### config.mk
export PLATFORM = sky130hd
export DESIGN_NAME = ds_timming_flow_parser
export DESIGN_NICKNAME = d
export VERILOG_FILES = /design/src/rtl/ds_timming_flow_parser.sv
export SDC_FILE = /design/constraint.sdc
export NUM_CORES = 1
export LEC_CHECK = 0
export BUFFER_PORTS_ARGS = -buffer_cell sky130_fd_sc_hd__buf_4
export CORE_AREA = 8 8 155 157
export DETAILED_ROUTE_END_ITERATION = 7
export DIE_AREA = 0 0 163 165
export PLACE_DENSITY = 0.83
export SLEW_MARGIN = 20
export SYNTH_ARGS = -nofsm -noshare
export SYNTH_HDL_FRONTEND = slang
export SYNTH_SLANG_ARGS = --single-unit
### constraint.sdc
create_clock -name sys_clk_i -period 2.6 [get_ports sys_clk_i]
set_input_delay 0.39 -clock sys_clk_i [delete_from_list [all_inputs] [get_ports sys_clk_i]]
set_output_delay 0.39 -clock sys_clk_i [all_outputs]
set_load 0.05 [all_outputs]
### src/rtl/ds_timming_flow_parser.sv
// Timing-flow frame parser: beat-0 header fields are latched, payload beats go to the FIFO; all outputs are registered one cycle behind the input beat.
// No backpressure: payload beats that meet a full FIFO are dropped and flagged. Define DS_FRAME_CNT_CHECK_EN to check that header frame_cnt values arrive in sequence.
module ds_timming_flow_parser #(
  parameter logic [31:0] HEADER_WORD    = 32'hFDF7_EB90,
  parameter int          TIMEOUT_CYCLES = 1024
) (
  input  logic         sys_clk_i,
  input  logic         rst_i,
  input  logic         us_timming_flow_vld_i,
  input  logic [127:0] us_timming_flow_i,
  output logic         ds_timming_wr_en_o,
  output logic [127:0] ds_timming_din_o,
  input  logic         ds_timming_full_i,
  output logic         frame_done_pluse_o,
  output logic         frame_err_o,
  output logic [7:0]   src_id_o,
  output logic [7:0]   data_type_o,
  output logic [7:0]   data_channel_o,
  output logic [15:0]  frame_cnt_o,
  output logic         err_header_pluse_o,
  output logic         err_timeout_pluse_o,
  output logic         err_overflow_pluse_o,
  output logic         err_seq_pluse_o,
  output logic [15:0]  rx_frame_total_o
);

  typedef enum logic [1:0] {S_IDLE, S_PAYLOAD, S_DRAIN} state_t;

  localparam logic [15:0] GAP_LAST = 16'(TIMEOUT_CYCLES - 1);

  state_t        state_q, state_d;
  logic [12:0]   beat_cnt_q, beat_cnt_d;
  logic [12:0]   beat_num_q, beat_num_d;
  logic [15:0]   gap_cnt_q, gap_cnt_d;
  logic          err_flag_q, err_flag_d;
  logic          wr_en_q, wr_en_d;
  logic [127:0]  din_q, din_d;
  logic          done_q, done_d;
  logic          ferr_q, ferr_d;
  logic [7:0]    src_q, src_d;
  logic [7:0]    type_q, type_d;
  logic [7:0]    chan_q, chan_d;
  logic [15:0]   fcnt_q, fcnt_d;
  logic          err_hdr_q, err_hdr_d;
  logic          err_to_q, err_to_d;
  logic          err_ov_q, err_ov_d;
  logic [15:0]   total_q, total_d;

  logic          hdr_match;
  logic [12:0]   n_beats;
  logic          last_beat;
  logic          seq_bad;

`ifdef DS_FRAME_CNT_CHECK_EN
  logic [15:0]   prev_cnt_q, prev_cnt_d;
  logic          seen_q, seen_d;
  logic          err_seq_q, err_seq_d;

  // First header after reset has no predecessor, so it is always in sequence.
  assign seq_bad = seen_q && (us_timming_flow_i[75:60] != 16'(prev_cnt_q + 16'd1));
`else
  assign seq_bad = 1'b0;
`endif

  assign hdr_match = (us_timming_flow_i[127:96] == HEADER_WORD);
  assign n_beats   = 13'(({1'b0, us_timming_flow_i[27:12]} + 17'd15) >> 4);
  assign last_beat = (beat_cnt_q == 13'(beat_num_q - 13'd1));

  always_comb begin
    state_d    = state_q;
    beat_cnt_d = beat_cnt_q;
    beat_num_d = beat_num_q;
    gap_cnt_d  = gap_cnt_q;
    err_flag_d = err_flag_q;
    din_d      = din_q;
    src_d      = src_q;
    type_d     = type_q;
    chan_d     = chan_q;
    fcnt_d     = fcnt_q;
    wr_en_d    = 1'b0;
    done_d     = 1'b0;
    ferr_d     = 1'b0;
    err_hdr_d  = 1'b0;
    err_to_d   = 1'b0;
    err_ov_d   = 1'b0;
    total_d    = (done_q && !ferr_q) ? 16'(total_q + 16'd1) : total_q;
`ifdef DS_FRAME_CNT_CHECK_EN
    prev_cnt_d = prev_cnt_q;
    seen_d     = seen_q;
    err_seq_d  = 1'b0;
`endif

    case (state_q)
      S_IDLE: begin
        if (us_timming_flow_vld_i) begin
          if (hdr_match) begin
            fcnt_d     = us_timming_flow_i[75:60];
            src_d      = us_timming_flow_i[59:52];
            type_d     = us_timming_flow_i[43:36];
            chan_d     = us_timming_flow_i[35:28];
            beat_num_d = n_beats;
            beat_cnt_d = '0;
            gap_cnt_d  = '0;
            err_flag_d = seq_bad;
`ifdef DS_FRAME_CNT_CHECK_EN
            err_seq_d  = seq_bad;
            prev_cnt_d = us_timming_flow_i[75:60];
            seen_d     = 1'b1;
`endif
            if (n_beats == 13'd0) begin
              done_d = 1'b1;
              ferr_d = seq_bad;
            end else begin
              state_d = S_PAYLOAD;
            end
          end else begin
            err_hdr_d = 1'b1;
          end
        end
      end

      S_PAYLOAD: begin
        if (us_timming_flow_vld_i) begin
          // A beat landing on the timeout cycle still counts as payload.
          gap_cnt_d  = '0;
          din_d      = us_timming_flow_i;
          wr_en_d    = !ds_timming_full_i;
          err_ov_d   = ds_timming_full_i;
          err_flag_d = err_flag_q | ds_timming_full_i;
          if (last_beat) begin
            done_d  = 1'b1;
            ferr_d  = err_flag_q | ds_timming_full_i;
            state_d = S_IDLE;
          end else begin
            beat_cnt_d = 13'(beat_cnt_q + 13'd1);
          end
        end else if (gap_cnt_q == GAP_LAST) begin
          err_to_d = 1'b1;
          state_d  = S_DRAIN;
        end else begin
          gap_cnt_d = 16'(gap_cnt_q + 16'd1);
        end
      end

      S_DRAIN: state_d = S_IDLE;

      default: state_d = S_IDLE;
    endcase
  end

  always_ff @(posedge sys_clk_i) begin
    if (rst_i) begin
      state_q    <= S_IDLE;
      beat_cnt_q <= '0;
      beat_num_q <= '0;
      gap_cnt_q  <= '0;
      err_flag_q <= 1'b0;
      wr_en_q    <= 1'b0;
      din_q      <= '0;
      done_q     <= 1'b0;
      ferr_q     <= 1'b0;
      src_q      <= '0;
      type_q     <= '0;
      chan_q     <= '0;
      fcnt_q     <= '0;
      err_hdr_q  <= 1'b0;
      err_to_q   <= 1'b0;
      err_ov_q   <= 1'b0;
      total_q    <= '0;
`ifdef DS_FRAME_CNT_CHECK_EN
      prev_cnt_q <= '0;
      seen_q     <= 1'b0;
      err_seq_q  <= 1'b0;
`endif
    end else begin
      state_q    <= state_d;
      beat_cnt_q <= beat_cnt_d;
      beat_num_q <= beat_num_d;
      gap_cnt_q  <= gap_cnt_d;
      err_flag_q <= err_flag_d;
      wr_en_q    <= wr_en_d;
      din_q      <= din_d;
      done_q     <= done_d;
      ferr_q     <= ferr_d;
      src_q      <= src_d;
      type_q     <= type_d;
      chan_q     <= chan_d;
      fcnt_q     <= fcnt_d;
      err_hdr_q  <= err_hdr_d;
      err_to_q   <= err_to_d;
      err_ov_q   <= err_ov_d;
      total_q    <= total_d;
`ifdef DS_FRAME_CNT_CHECK_EN
      prev_cnt_q <= prev_cnt_d;
      seen_q     <= seen_d;
      err_seq_q  <= err_seq_d;
`endif
    end
  end

  assign ds_timming_wr_en_o   = wr_en_q;
  assign ds_timming_din_o     = din_q;
  assign frame_done_pluse_o   = done_q;
  assign frame_err_o          = ferr_q;
  assign src_id_o             = src_q;
  assign data_type_o          = type_q;
  assign data_channel_o       = chan_q;
  assign frame_cnt_o          = fcnt_q;
  assign err_header_pluse_o   = err_hdr_q;
  assign err_timeout_pluse_o  = err_to_q;
  assign err_overflow_pluse_o = err_ov_q;
  assign rx_frame_total_o     = total_q;
`ifdef DS_FRAME_CNT_CHECK_EN
  assign err_seq_pluse_o      = err_seq_q;
`else
  assign err_seq_pluse_o      = 1'b0;
`endif

endmodule

==> flow_summary_export.csv <==
group,metric,value,unit
status,status,"finished, final reports clean",
sta,hold_viol_final,0,
finish,final_net_count,1645,
min_path,hp-class,"input pin to flop",
sta,worst_pin_slew,0.6737,ns
clocking,path_clk_slew,0.06,ns
sta,drv_slew,0,
power_and_ir_drop,p_sw,1606,uW
power_and_ir_drop,p_comb_share,4.0,%
floorplanning,die_x,163,um
drt,first_pass_iters,5,
sta,grt_setup_unrepaired,"true",
logic_synthesis,syn_inst,1201,
drt,drt_iter0_markers,606,
drt,via_per_inst,5.245,
logic_synthesis,yosys.area.top_type,"dfxtp_1",
floorplanning,num_io_pins,323,
power_and_ir_drop,p_clk_share,48.3,%
power_and_ir_drop,p_sw_share,21.29,%
sta,clock.fmax,0.3859,GHz
placement,gp_congestion,0.8441,
grt,grt_pass1_vias,9071,
logic_synthesis,syn_area,9502,um2
grt,globalRouteTotalUtil,21.19,%
sta,fin_crit_sh,99.68,%
clocking,clockRootBuffer,"clkbuf_16",
logic_synthesis,ys_warn_count,0,
clocking,cts_tree,"built",
clocking,cts_buffers,26,
critical_path,cp_common_cell,"or4_4",
critical_path,critPathMaxStageDelay,0.58,ns
critical_path,cp-start-kind,"flop",
critical_path,required,3.07,ns
critical_path,crit_start,"beat_num_q[3]",
drt,wire_per_inst,16.87,um
logic_synthesis,synth.avg_cell_area,7.911,um2
finish,n_antenna_cell,0,
logic_synthesis,synth_seq_cells,235,
critical_path,crit_chain,"or4_4, o311a_1, o21ai_2, a221oi_2, nor4b_4, buf_4, buf_12, or4_4, a21oi_2",
critical_path,cp-end-kind,"flop",
clocking,cts.sinks,235,
floorplanning,core,21490,um2
logic_synthesis,syn-num-nets,1337,
logic_synthesis,yosysUniqueCellTypes,63,
sta,setup_viol,0,
clocking,holdBufCountCts,0,
sta,relSlewSlack,55.08,%
finish,layoutNonFillerInstCount,1806,
clocking,worstSkewPairLatency,0.54,ns
sta,min_period,2.592,ns
drt,vias,9473,
critical_path,cp_top_family,"simple AND/OR/NAND/NOR gates",
placement,hpwl,21800,um
floorplanning,die-area,26900,um2
placement,dp.cells,1758,
placement,io_buffers,321,
critical_path,worstPathArrival,3.06,ns
power_and_ir_drop,power_density,569.7,nW/um2
sta,clock_skew,0.01228,ns
logic_synthesis,yosysMostFrequentCell,"nand2_1",
finish,area_growth,39.41,%
power_and_ir_drop,ir_worst_vdd,504.6,uV
min_path,hold_start,"ds_timming_full_i",
grt,grt_pass1_wl,46820,um
power_and_ir_drop,leakage,0.005235,uW
power_and_ir_drop,power_frac_seq,47.7,%
drt,totalWireLength,30470,um
grt,overflow,0,
floorplanning,start_util,44.22,%
logic_synthesis,ys_seq_area_share,49.51,%
critical_path,cp_max_fo,12,
critical_path,cp_slowest_cell,"or4_4",
clocking,htreeDepth,1,
logic_synthesis,synth_ff_type,"dfxtp_1",
critical_path,cp_num_buf_inv,2,
sta,tns,0,ns
drt,ant_nets,0,
finish,layout-drive-gt1-share,27.85,%
floorplanning,rows,54,
finish,utilization,61.65,%
logic_synthesis,synth_top_area_share,49.51,%
critical_path,path_class,"flop to flop",
logic_synthesis,synth_edf_count,0,
job,maxCapViolCount,0,
floorplanning,die_y,165,um
logic_synthesis,synth_area_leaders,"dfxtp_1, nand2_1, a21oi_1",
power_and_ir_drop,p_int,5940,uW
grt,grt_antenna_before_repair,0,
drt,drcViolationCount,0,
logic_synthesis,ys_async_sr_fraction,0,%
grt,grt_start_max_net_pins,120,
sta,worst_hold_slack,0.05807,ns
critical_path,r2r-start,"beat_num_q[3]",
clocking,cts_buffer_depth,3,
logic_synthesis,synthTopCellsByCount,"nand2_1, dfxtp_1, a21oi_1",
-- worst register-to-register path: stages, from the launching register on --
cell	delay [ns]
dfxtp_1	0.31
or4_4	0.58
o311a_1	0.32
o21ai_2	0.18
a221oi_2	0.08
nor4b_4	0.14
buf_4	0.18
buf_12	0.14
or4_4	0.47
a21oi_2	0.13
-- area by class of cell --
type	instances	area, um2
fill	1795	8239
clock inverter	6	97.59
multi-input combinational	879	4517
inverter	10	37.54
clock buffer	39	749.5
tap	280	350.3
timing repair buffer	357	2789
sequential	235	4706
-- sequential cells by signal, summed over array words and instances (netlist names) --
name,flops
data_type_o,8
err_timeout_pluse_o,1
frame_done_pluse_o,1
ds_timming_din_o,128
err_header_pluse_o,1
frame_err_o,1
data_channel_o,8
state_q,2
rx_frame_total_o,16
ds_timming_wr_en_o,1
gap_cnt_q,16
err_overflow_pluse_o,1
src_id_o,8
err_flag_q,1
frame_cnt_o,16
beat_cnt_q,13
beat_num_q,13
-- cell usage in the layout (no fill, tap or decap), types with 2 or more instances in the layout --
cell	instances
a211oi_1	2
nor3_1	12
clkbuf_16	27
o211ai_1	3
bufinv_16	2
or3_1	12
or4b_1	2
o21ai_2	2
ha_1	3
nor4_1	13
mux2i_1	2
and3_1	17
nand4b_1	7
buf_4	348
inv_1	10
a21oi_1	194
buf_12	7
nor2_1	46
nand2_1	387
o21ai_0	10
o22ai_1	2
a21oi_2	6
nand3_1	26
and2_1	3
xnor2_1	29
o21ai_1	5
or2b_2	2
nor2b_1	4
and3_2	2
clkbuf_1	8
dfxtp_1	234
nand2b_1	7
and4_1	2
o31ai_1	4
xor2_1	22
nand4_1	9
nor3b_1	4
or4_1	6
clkbuf_8	5
or4_4	3
-- final timing paths --
kind / cells past startpoint / endpoint / slack, ns
max: 9 / beat_cnt_q[11] / 0.008
min: 2 / ds_timming_wr_en_o / 0.06
max reg2reg: 9 / beat_cnt_q[11] / 0.008
min reg2reg: 2 / src_id_o[3] / 0.45
-- power by group through the flow --
stage	registers (uW)	clock network [uW]	logic, uW
finish	3600	3640	301
global route	3600	3880	322
CTS	3600	3710	299
detailed placement	3680	0	298
global placement	3680	0	296
floorplan	3680	0	83.8
-- cell families (layout without fill, tap and decap cells) --
logic type,Yosys count,in the layout,synth area share [%]
DFF,235,235,49.51
adders and majority gates,4,4,0.5268
other,1,1,0.03947
xor gates and xnor gates,51,51,4.701
buffers and inverters,87,412,3.885
muxes,3,3,0.3292
and+or+nand+nor,577,577,27.11
AOI/OAI and AO/OA,243,243,13.89
-- repair_timing --
item	in CTS	in global routing
setup endpoints to repair	0	25
buffers inserted	0	2
gates resized for setup	0	15
-- metal layers --
| metal | global-route usage (%) | vias to the layer above | wire length [um] |
|---|---|---|---|
| li1 | - | 4635 | - |
| met1 | 24.52 | 4448 | 11800 |
| met2 | 36.36 | 338 | 15030 |
| met3 | 7.627 | 52 | 3008 |
| met4 | 5.880 | 0 | 631 |
| met5 | 0 | - | 0 |
-- per-stage QoR --
stage / worst slack [ns] / power [uW] / instance area, um2
final: 0.008353 / 7546 / 13250
after global placement: -0.001136 / 3978 / 12290
after floorplan: 0.1490 / 3768 / 9502
after detailed placement: -0.09234 / 3979 / 12290
after global routing: -0.09898 / 7803 / 13250
after CTS: 0.04648 / 7607 / 13140
No activity file was read; power rests on OpenSTA's default activity.
